--- src/rtl/divider_arbiter_if.sv ---
// divider_arbiter_if: client request/result signals for channels 1 and 2 plus the shared divider port
//    r1_*/r2_* : per-channel operands, start pulse, held quotient, rdy level, abort flag
//    d_*       : divider operands, start pulse, quotient and completion pulse
//    slave     : arbiter view
//    master    : environment view (clients and divider)
interface divider_arbiter_if;
   logic [31:0] r1_in1, r1_in2, r1_out, r2_in1, r2_in2, r2_out;
   logic        r1_start, r1_rdy, r1_err, r2_start, r2_rdy, r2_err;
   logic [31:0] d_in1, d_in2, d_out;
   logic        d_start, d_rdy;
   modport slave (
      input  r1_in1, r1_in2, r1_start, r2_in1, r2_in2, r2_start, d_out, d_rdy,
      output r1_out, r1_rdy, r1_err, r2_out, r2_rdy, r2_err, d_in1, d_in2, d_start
   );
   modport master (
      output r1_in1, r1_in2, r1_start, r2_in1, r2_in2, r2_start, d_out, d_rdy,
      input  r1_out, r1_rdy, r1_err, r2_out, r2_rdy, r2_err, d_in1, d_in2, d_start
   );
endinterface

--- src/rtl/divider_arbiter.sv ---
// divider_arbiter: round-robin sharing of one sequential divider between two start/rdy clients
//    clk    : clock, all logic on posedge
//    rst    : synchronous active-low reset
//    io_bus : channel 1/2 request ports (rN_*) and divider port (d_*)
//    PAIRED : 1 = both rdy lines assert only when both channels hold a result
//    TIMEOUT: WAIT cycles allowed before an operation is aborted
module divider_arbiter #(
   parameter bit PAIRED  = 1'b1,
   parameter int TIMEOUT = 1023
) (
   input logic              clk,
   input logic              rst,
   divider_arbiter_if.slave io_bus
);
   typedef enum logic {IDLE, WAIT} state_t;
   state_t      r_state, w_next;
   logic [31:0] r_op1 [2];
   logic [31:0] r_op2 [2];
   logic [31:0] r_res [2];
   logic [1:0]  r_pend, r_busy, r_stale, r_done, r_err;
   logic        r_last, r_g;
   logic [9:0]  r_wd;
   logic [1:0]  w_start;
   logic        w_grant, w_g, w_to, w_fin, w_drop;
   // index 0 is channel 1, index 1 is channel 2; a tie goes to the channel not served last
   assign w_start = {io_bus.r2_start, io_bus.r1_start};
   assign w_grant = (r_state == IDLE) && (r_pend != 2'b00);
   assign w_g     = (r_pend == 2'b11) ? ~r_last : r_pend[1];
   assign w_to    = (r_state == WAIT) && !io_bus.d_rdy && (r_wd == 10'(TIMEOUT - 1));
   assign w_fin   = (r_state == WAIT) && (io_bus.d_rdy || w_to);
   // a restart landing on the completion cycle also orphans the result
   assign w_drop  = r_stale[r_g] | w_start[r_g];
   always_ff @(posedge clk) r_state <= !rst ? IDLE : w_next;
   always_comb w_next = (r_state == IDLE) ? (w_grant ? WAIT : IDLE) : (w_fin ? IDLE : WAIT);
   always_comb begin
      io_bus.d_start = w_grant;
      io_bus.d_in1   = w_grant ? r_op1[w_g] : '0;
      io_bus.d_in2   = w_grant ? r_op2[w_g] : '0;
      io_bus.r1_out  = r_res[0];
      io_bus.r2_out  = r_res[1];
      io_bus.r1_err  = r_err[0];
      io_bus.r2_err  = r_err[1];
      io_bus.r1_rdy  = PAIRED ? &r_done : r_done[0];
      io_bus.r2_rdy  = PAIRED ? &r_done : r_done[1];
   end
   always_ff @(posedge clk) begin
      if (!rst) begin
         r_last  <= 1'b1;
         r_g     <= 1'b0;
         r_wd    <= '0;
         r_pend  <= '0;
         r_busy  <= '0;
         r_stale <= '0;
         r_done  <= '0;
         r_err   <= '0;
         r_op1   <= '{default: '0};
         r_op2   <= '{default: '0};
         r_res   <= '{default: '0};
      end else begin
         r_wd <= w_grant ? '0 : r_wd + 10'd1;
         if (w_grant) begin
            r_g    <= w_g;
            r_last <= w_g;
         end
         for (int c = 0; c < 2; c++) begin
            if (w_fin && r_g == 1'(c)) begin
               r_busy[c]  <= 1'b0;
               r_stale[c] <= 1'b0;
               if (!w_drop) begin
                  r_res[c]  <= w_to ? '1 : io_bus.d_out;
                  r_done[c] <= 1'b1;
                  r_err[c]  <= w_to;
               end
            end
            if (w_grant && w_g == 1'(c)) begin
               r_pend[c] <= 1'b0;
               r_busy[c] <= 1'b1;
            end
            if (w_start[c]) begin
               r_op1[c]  <= (c == 0) ? io_bus.r1_in1 : io_bus.r2_in1;
               r_op2[c]  <= (c == 0) ? io_bus.r1_in2 : io_bus.r2_in2;
               r_pend[c] <= 1'b1;
               r_done[c] <= 1'b0;
               r_err[c]  <= 1'b0;
               // the issued operand set (still in flight or issued this very cycle) is superseded
               if ((r_busy[c] && !(w_fin && r_g == 1'(c))) || (w_grant && w_g == 1'(c)))
                  r_stale[c] <= 1'b1;
            end
         end
      end
   end
endmodule
--- src/flat_wrapper.sv ---
// flat-port wrapper written by rule: the top's interface ports become plain ports
module divider_arbiter_flat 
#(
   parameter bit PAIRED  = 1'b1,
   parameter int TIMEOUT = 1023
)
  (clk, rst, io_bus_r1_in1, io_bus_r1_in2, io_bus_r1_start, io_bus_r2_in1, io_bus_r2_in2, io_bus_r2_start, io_bus_d_out, io_bus_d_rdy, io_bus_r1_out, io_bus_r1_rdy, io_bus_r1_err, io_bus_r2_out, io_bus_r2_rdy, io_bus_r2_err, io_bus_d_in1, io_bus_d_in2, io_bus_d_start);
  divider_arbiter_if io_bus_i ();
  input logic clk;
  input logic rst;
  input wire logic [$bits(io_bus_i.r1_in1)-1:0] io_bus_r1_in1;
  input wire logic [$bits(io_bus_i.r1_in2)-1:0] io_bus_r1_in2;
  input wire logic [$bits(io_bus_i.r1_start)-1:0] io_bus_r1_start;
  input wire logic [$bits(io_bus_i.r2_in1)-1:0] io_bus_r2_in1;
  input wire logic [$bits(io_bus_i.r2_in2)-1:0] io_bus_r2_in2;
  input wire logic [$bits(io_bus_i.r2_start)-1:0] io_bus_r2_start;
  input wire logic [$bits(io_bus_i.d_out)-1:0] io_bus_d_out;
  input wire logic [$bits(io_bus_i.d_rdy)-1:0] io_bus_d_rdy;
  output wire logic [$bits(io_bus_i.r1_out)-1:0] io_bus_r1_out;
  output wire logic [$bits(io_bus_i.r1_rdy)-1:0] io_bus_r1_rdy;
  output wire logic [$bits(io_bus_i.r1_err)-1:0] io_bus_r1_err;
  output wire logic [$bits(io_bus_i.r2_out)-1:0] io_bus_r2_out;
  output wire logic [$bits(io_bus_i.r2_rdy)-1:0] io_bus_r2_rdy;
  output wire logic [$bits(io_bus_i.r2_err)-1:0] io_bus_r2_err;
  output wire logic [$bits(io_bus_i.d_in1)-1:0] io_bus_d_in1;
  output wire logic [$bits(io_bus_i.d_in2)-1:0] io_bus_d_in2;
  output wire logic [$bits(io_bus_i.d_start)-1:0] io_bus_d_start;
  assign io_bus_i.r1_in1 = io_bus_r1_in1;
  assign io_bus_i.r1_in2 = io_bus_r1_in2;
  assign io_bus_i.r1_start = io_bus_r1_start;
  assign io_bus_i.r2_in1 = io_bus_r2_in1;
  assign io_bus_i.r2_in2 = io_bus_r2_in2;
  assign io_bus_i.r2_start = io_bus_r2_start;
  assign io_bus_i.d_out = io_bus_d_out;
  assign io_bus_i.d_rdy = io_bus_d_rdy;
  assign io_bus_r1_out = io_bus_i.r1_out;
  assign io_bus_r1_rdy = io_bus_i.r1_rdy;
  assign io_bus_r1_err = io_bus_i.r1_err;
  assign io_bus_r2_out = io_bus_i.r2_out;
  assign io_bus_r2_rdy = io_bus_i.r2_rdy;
  assign io_bus_r2_err = io_bus_i.r2_err;
  assign io_bus_d_in1 = io_bus_i.d_in1;
  assign io_bus_d_in2 = io_bus_i.d_in2;
  assign io_bus_d_start = io_bus_i.d_start;
  divider_arbiter #(.PAIRED(PAIRED), .TIMEOUT(TIMEOUT)) u_core (.clk(clk), .rst(rst), .io_bus(io_bus_i));
endmodule
--- config.mk ---
export PLATFORM = sky130hd
export DESIGN_NAME = divider_arbiter_flat
export DESIGN_NICKNAME = d
export VERILOG_FILES = /design/src/rtl/divider_arbiter_if.sv /design/src/rtl/divider_arbiter.sv /design/src/flat_wrapper.sv
export SDC_FILE = /design/constraint.sdc
export NUM_CORES = 1
export LEC_CHECK = 0
export BUFFER_PORTS_ARGS = -buffer_cell sky130_fd_sc_hd__buf_2
export CAP_MARGIN = 0
export CELL_PAD_IN_SITES_DETAIL_PLACEMENT = 0
export CELL_PAD_IN_SITES_GLOBAL_PLACEMENT = 2
export CORE_ASPECT_RATIO = 2
export CORE_MARGIN = 4
export CORE_UTILIZATION = 35
export CTS_BUF_LIST = sky130_fd_sc_hd__clkbuf_4
export CTS_CLUSTER_SIZE = 28
export DETAILED_ROUTE_END_ITERATION = 8
export PLACE_DENSITY_LB_ADDON = 0.1
export REMOVE_ABC_BUFFERS = 1
export SYNTH_ARGS = -nofsm -noshare
export SYNTH_HDL_FRONTEND = slang
export SYNTH_SLANG_ARGS = --single-unit
--- constraint.sdc ---
create_clock -name clk -period 3 [get_ports clk]
set_clock_uncertainty 0.05 [all_clocks]
set_input_delay 0.3 -clock clk [delete_from_list [all_inputs] [get_ports clk]]
set_output_delay 0.3 -clock clk [all_outputs]
set_load 0.02 [all_outputs]
==> summary.txt, run 1 <==
STA
  • Setup TNS: 0 ns
  • Fin crit share: 0.862
  • Min Tclk post-route: 2.59 ns
  • Worst-Margin Slew: 0.767 ns
  • Max Slew Vio Count: 0
  • Maximum clock frequency: 0.387 GHz
  • RSZ-0062 raised after global routing: false
  • Final hold violation count: 0
  • Worst rel slew slack: 0.489
  • Setup Viol. Count Final: 0
  • WHS: 0.0864 ns

Yosys
  • Share of the yosys chip area belonging to registers: 0.477
  • Dominant cells by area after synthesis: dfxtp_1, mux2i_1, nor2b_1
  • Most frequent cells after synthesis: dfxtp_1, nor2b_1, mux2i_1
  • Asr flop ratio synth: 0
  • Synth Warn #: 0
  • Synth area leader: dfxtp_1
  • Mean Syn Cell Area: 10.8 µm²
  • Compound-cell area share of the yosys netlist: 0.151
  • Mux share of post-synthesis cell area: 0.142
  • Post-Syn Area: 9030 µm²
  • EDFF count, synth: 0
  • Synth Instances: 834
  • Post-Synth Adder-Cell Area: 0.00277
  • Share of the synthesized area in the top cell type: 0.477
  • Ys flop type: dfxtp_1
  • Most frequent cell after synthesis: dfxtp_1
  • Flops & latches, synth: 215
  • Synth Area in XOR/XNOR: 0.00776
  • Post-synth cell types: 39
  • Largest family of logic cells by synthesized area: simple AND/OR/NAND/NOR gates
  • Post-Synth Simple-Gate Area: 0.174

Cells and area
  • Fill cells: 2,450
  • Net count, final: 1,463
  • Multi-input gate area: 4320 µm²
  • Post-Layout Cell Count: 1,656
  • Area grow syn2layout: 44.4%
  • Final instance area: 13,000 µm²
  • Storage element area: 4300 µm²
  • Share of layout cells above drive strength 1: 0.300

Die
  • Top-level I/O count: 298
  • Die Area: 28,600 µm²
  • Core Rows: 82
  • Initial core utilization: 0.358
  • Core footprint: 25,200 µm²
  • Die height: 235 µm
  • DIE WIDTH: 122 µm

CTS
  • Clk_lat worst skew: 0.67 ns
  • Post-CTS Hold Buffers: 176
  • Post-CTS sizing: 0
  • Clock Tree Root: clkbuf_4
  • TritonCTS sink count: 215
  • CTS buffer count: 52
  • Clock-pin slew on the worst setup and hold paths: 0.06 ns
  • Postcts setup bufs: 0
  • CTS tree: yes
  • Htree depth: 2
  • Clk buf depth: 3

Setup path
  • CP Class: reg -> out
  • R2R cell count: 5
  • CP required: 2.65 ns
  • Top fanout value on the critical path: 69
  • Setup crit start kind: register
  • Reg2reg end: u_core.io_bus.r2_out[14]$_SDFFE_PN0P_
  • WP data arrival: 2.24 ns
  • Worst r2r src: u_core.r_g$_SDFFE_PN0P_
  • Critical path, cell by cell: a211oi_4 -> buf_12 -> a22o_1 -> buf_2
  • R2R setup slack: 0.79 ns
  • CP max stage delay: 0.43 ns
  • Worst Setup End Kind: primary output
  • CP bufs+invs: 2
  • Worst path slowest cell: dfxtp_1
  • Crit path max-delay family: compound AO/OA/AOI/OAI gates

Drt
  • Routed len/inst: 17.4 µm
  • Via density: 4.93
  • # DRC: 0
  • Initial DRC Count: 259
  • Via count: 8,160
  • Routed Wire Length: 28,800 µm
  • Pre-Repair DR Iteration Count: 4
  • Antenna Violating Nets Remaining: 0

Global routing
  • Antenna violations before repair: 5
  • Largest net degree at the start of global routing: 70
  • Global-route wire length before repair: 45,700 µm
  • Total Routing Usage GR: 0.197
  • Grt ovf: 0
  • Vias in the first global route: 8,870

Placement
  • RePlAce Congestion: 0.755
  • DP Wirelength: 18,500 µm
  • Number of cells after detailed placement: 1,402
  • Placed Area: 10,700 µm²
  • Number of port buffers: 297

Outcome
  • Run status: finished clean

Pwr
  • Peak VDD IR: 296 µV
  • Leakage: 6.71 nW
  • Power density cells: 478 nW/µm²

Job
  • Max-cap violations: 0

Worst hold path
  • WHS Endpoint: u_core.r_state$_SDFF_PN0_
  • Hold path start: io_bus_d_rdy
  • Cells on Worst Hold Path: 4
  • Min-delay worst type: in -> reg
[how the worst max path moves through the flow]
stage               cells after the start                               endpoint                 startpoint  slack, ns
finish                                  4                        io_bus_d_in2[3]  u_core.r_state$_SDFF_PN0_       0.41
CTS                                     4                       io_bus_d_in1[24]  u_core.r_state$_SDFF_PN0_       0.36
global placement                        5  u_core.io_bus.r2_out[11]$_SDFFE_PN0P_    u_core.r_g$_SDFFE_PN0P_       0.68
detailed placement                      5  u_core.io_bus.r2_out[23]$_SDFFE_PN0P_    u_core.r_g$_SDFFE_PN0P_       0.80
floorplan                               2                        io_bus_d_in1[0]  u_core.r_state$_SDFF_PN0_      -0.31
global route                            4                       io_bus_d_in1[24]  u_core.r_state$_SDFF_PN0_       0.29
[final cells by class]
class                      instances  area share
multi-input combinational        531       0.332
clock inverter                     4     0.00115
inverter                           7     0.00202
clock buffer                      69      0.0398
tap                              336      0.0323
timing repair buffer             489       0.262
antenna                            5    0.000960
sequential                       215       0.330
[registers in the layout, summed over array words and instances (netlist names), 2 cells and up]
name / cells
u_core.r_err: 2
u_core.r_done: 2
u_core.io_bus.r2_out: 32
u_core.r_stale: 2
u_core.r_busy: 2
u_core.r_pend: 2
u_core.r_wd: 10
u_core.r_op1: 64
u_core.io_bus.r1_out: 32
u_core.r_op2: 64
[stage by stage]
stage                     power [W]  utilization  worst slack [ns]
after floorplan             0.00356            -            -0.310
after global placement      0.00397        0.425             0.680
after detailed placement    0.00398        0.425             0.804
after CTS                   0.00636        0.516             0.357
after global routing        0.00659        0.516             0.294
final                       0.00622        0.516             0.414
[power breakdown]
group | total, W | switching [W] | internal [W] | leakage, nW
Clock | 0.00213 | 0.00110 | 0.00104 | 0.329
Sequential | 0.00308 | 0.0000816 | 0.00300 | 1.76
Combinational | 0.00102 | 0.000515 | 0.000503 | 4.62
[cell families after synthesis]
| group | count (synthesis) |
|---|---|
| simple gates | 244 |
| flops | 215 |
| compound gates | 149 |
| mux | 128 |
| buf+inv | 88 |
| xor+xnor | 8 |
| fa+ha+maj | 2 |
[worst min-delay path, delay by kind of cell]
kind | cells | cell delay [ns]
simple gates | 2 | 0.27
buf+inv | 1 | 0.10
compound gates | 1 | 0.08
[cells in the final DEF, fill, tap and decap left out, drive strengths merged, types with 2 or more instances in the layout]
master       count
nor4             2
nand4            3
a31oi            2
dlygate4sd3    176
buf            313
clkbuf          69
o221ai           2
nand2            9
o21a             6
nand3            6
nand2b           4
and2             4
a22o            64
o211a           65
clkinv           2
o21ai            2
nor2            16
a21oi            3
nor3             4
inv              9
o31ai            3
diode            5
xnor2            6
or4             64
dfxtp          215
xor2             2
mux2i          128
nor2b          130
ha               2
[per-layer routing]
metal | track usage | part of all wire | vias up
met5 | 0 | 0 | -
met4 | 0.0864 | 0.031 | 0
met3 | 0.0591 | 0.067 | 61
met2 | 0.350 | 0.51 | 253
met1 | 0.211 | 0.39 | 3869
li1 | - | - | 3977
(Power assumes the default switching activity.)
==> run 2: changes to the inputs <==
--- a/config.mk
+++ b/config.mk
@@ -16,7 +16,7 @@
 export CTS_CLUSTER_SIZE = 28
 export DETAILED_ROUTE_END_ITERATION = 8
 export PLACE_DENSITY_LB_ADDON = 0.1
-export REMOVE_ABC_BUFFERS = 1
+export RECOVER_POWER = 100
 export SYNTH_ARGS = -nofsm -noshare
 export SYNTH_HDL_FRONTEND = slang
 export SYNTH_SLANG_ARGS = --single-unit
==> summary.txt, run 2 (synthesized netlist as in run 1, its figures left out) <==
Setup path
  • CP Class: reg -> out
  • CP bufs+invs: 2 (unchanged)
  • Setup crit start kind: register
  • Top fanout value on the critical path: 69 (unchanged)
  • Crit path max-delay family: buffers and inverters
  • WP data arrival: 2.38 ns (+0.14 ns)
  • R2R cell count: 7 (+2)
  • R2R setup slack: 0.54 ns (-0.25 ns)
  • Worst r2r src: u_core.r_wd[0]$_SDFF_PP0_
  • Worst path slowest cell: dfxtp_1
  • CP required: 2.65 ns (about the same)
  • Critical path, cell by cell: a211oi_1 -> buf_12 -> a22o_1 -> clkbuf_1
  • Reg2reg end: u_core.io_bus.r2_out[4]$_SDFFE_PN0P_
  • Worst Setup End Kind: primary output
  • CP max stage delay: 0.41 ns (-0.02 ns)

Global routing
  • Total Routing Usage GR: 0.198 (+0.000989)
  • Largest net degree at the start of global routing: 100 (+43%)
  • Global-route wire length before repair: 45,900 µm (+0.47%)
  • Vias in the first global route: 8,668 (-2.3%)
  • Grt ovf: 0 (unchanged)
  • Antenna violations before repair: 2 (-3)

STA
  • Max Slew Vio Count: 69 (+69)
  • WHS: 0.104 ns (+0.0178 ns)
  • Min Tclk post-route: 2.73 ns (+0.141 ns)
  • Setup TNS: 0 ns (unchanged)
  • Worst rel slew slack: -0.625 (-1.11)
  • Fin crit share: 0.909 (+0.0469)
  • Maximum clock frequency: 0.367 GHz (-5.2%)
  • Setup Viol. Count Final: 0 (unchanged)
  • Final hold violation count: 0 (unchanged)
  • Worst-Margin Slew: 2.44 ns (+1.67 ns)
  • RSZ-0062 raised after global routing: false
  • Final WS setup: 0.273 ns (-0.141 ns)

Die
  • Initial core utilization: 0.358 (unchanged)
  • DIE WIDTH: 122 µm (unchanged)
  • Die Area: 28,600 µm² (unchanged)
  • Die height: 235 µm (unchanged)
  • Core Rows: 82 (unchanged)
  • Core footprint: 25,200 µm² (unchanged)
  • Top-level I/O count: 298 (unchanged)

Placement
  • Number of port buffers: 297 (unchanged)
  • RePlAce Congestion: 0.760 (+0.70%)
  • DP Wirelength: 18,300 µm (-1.2%)
  • Placed Area: 10,700 µm² (about the same)
  • Post-Place Setup Slack: 0.926 ns (+0.122 ns)

Pwr
  • Power density cells: 489 nW/µm² (+2.4%)
  • Leakage: 6.19 nW (-7.7%)
  • Peak VDD IR: 343 µV (+16%)

Cells and area
  • Final instance area: 12,700 µm² (-2.4%)
  • Multi-input gate area: 4300 µm² (-0.49%)
  • Fill cells: 2,515 (+2.7%)
  • Net count, final: 1,448 (-1.0%)
  • Storage element area: 4300 µm² (unchanged)
  • Largest regs: u_core.r_op1 x64, u_core.r_op2 x64
  • Area grow syn2layout: 40.9%
  • Commonest cells after routing, fill and taps aside: dfxtp_1, buf_2, dlygate4sd3_1, nor2b_1, mux2i_1
  • Most common cell after layout, fill and taps aside: dfxtp_1
  • Share of layout cells above drive strength 1: 0.228 (-0.0723)

Drt
  • Routed Wire Length: 28,800 µm (about the same)
  • Routed len/inst: 17.6 µm (+1.3%)
  • Antenna Violating Nets Remaining: 0 (unchanged)
  • Pre-Repair DR Iteration Count: 4 (unchanged)
  • Initial DRC Count: 253 (-2.3%)
  • Via count: 8,059 (-1.2%)
  • Via density: 4.93 (about the same)
  • # DRC: 0 (unchanged)

CTS
  • CTS tree: yes
  • Postcts setup bufs: 0 (unchanged)
  • Post-CTS sizing: 0 (unchanged)
  • Clock Tree Root: clkbuf_4
  • Post-CTS Hold Buffers: 163 (-7.4%)
  • Clock-pin slew on the worst setup and hold paths: 0.06 ns (about the same)
  • Clk buf depth: 3 (unchanged)
  • TritonCTS sink count: 215 (unchanged)
  • CTS buffer count: 52 (unchanged)
  • Clk_lat worst skew: 0.69 ns (+0.02 ns)
  • Htree depth: 2 (unchanged)

Worst hold path
  • Hold path start: rst
  • Cells on Worst Hold Path: 2 (-2)
  • Min-delay worst type: in -> reg
  • WHS Endpoint: u_core.io_bus.r2_out[25]$_SDFFE_PN0P_

Outcome
  • Run status: finished with violations
  • Failing checks: capacitance limit, slew limit

Yosys
  • Syn Nets: 1,001

Job
  • Max-cap violations: 2 (+2)
-- run 2: changes by cell type in the layout (fill, tap and decap cells not counted), sizes merged --
| cell | before | now |
|---|---|---|
| diode | 5 | 2 |
| dlygate4sd3 | 176 | 163 |
| inv | 9 | 7 |
| clkbuf | 69 | 165 |
| buf | 313 | 215 |
-- run 2: per-stage QoR --
| stage | std cells | util | total power [W] |
|---|---|---|---|
| 2_1_floorplan | 834 | - | 0.00365 |
| 3_3_place_gp | 1400 | 0.425 | 0.00397 |
| 3_5_place_dp | 1400 | 0.425 | 0.00398 |
| 4_1_cts | 1634 | 0.511 | 0.00637 |
| 5_1_grt | 1636 | 0.504 | 0.00657 |
| 6_report | 1636 | 0.504 | 0.00622 |
-- run 2: where the power goes --
group | internal, W | leakage [nW] | total, W | switching (W)
combinational | 0.000485 | 4.11 | 0.000995 | 0.000510
clock | 0.00103 | 0.321 | 0.00215 | 0.00112
sequential | 0.00300 | 1.76 | 0.00308 | 0.0000801
-- run 2: cell type report --
cell class                 instances  share of cell area
antenna                            2            0.000393
clock buffer                      69              0.0407
clock inverter                     2            0.000590
inverter                           7             0.00207
multi-input combinational        531               0.338
sequential                       215               0.338
tap                              336              0.0330
timing repair buffer             474               0.247
-- run 2: per-layer routing --
metal | up-vias | part of all wire | track usage
met1 | 3792 | 0.38 | 0.210
met4 | 0 | 0.034 | 0.0765
li1 | 3941 | - | -
met5 | - | 0 | 0
met2 | 258 | 0.52 | 0.363
met3 | 68 | 0.065 | 0.0553
-- run 2: how the worst max path moves through the flow --
stage | to | startpoint | slack (ns) | depth (start not counted)
after global routing | io_bus_d_in1[7] | u_core.r_state$_SDFF_PN0_ | 0.12 | 4
after floorplan | io_bus_d_in1[10] | u_core.r_state$_SDFF_PN0_ | 1.16 | 6
after global placement | u_core.r_op2[20]$_SDFFE_PN0P_ | io_bus_r2_start | 0.92 | 5
after detailed placement | u_core.io_bus.r2_out[4]$_SDFFE_PN0P_ | u_core.r_g$_SDFFE_PN0P_ | 0.93 | 5
after CTS | io_bus_d_in2[23] | u_core.r_state$_SDFF_PN0_ | 0.29 | 5
final | io_bus_d_in2[20] | u_core.r_state$_SDFF_PN0_ | 0.27 | 4
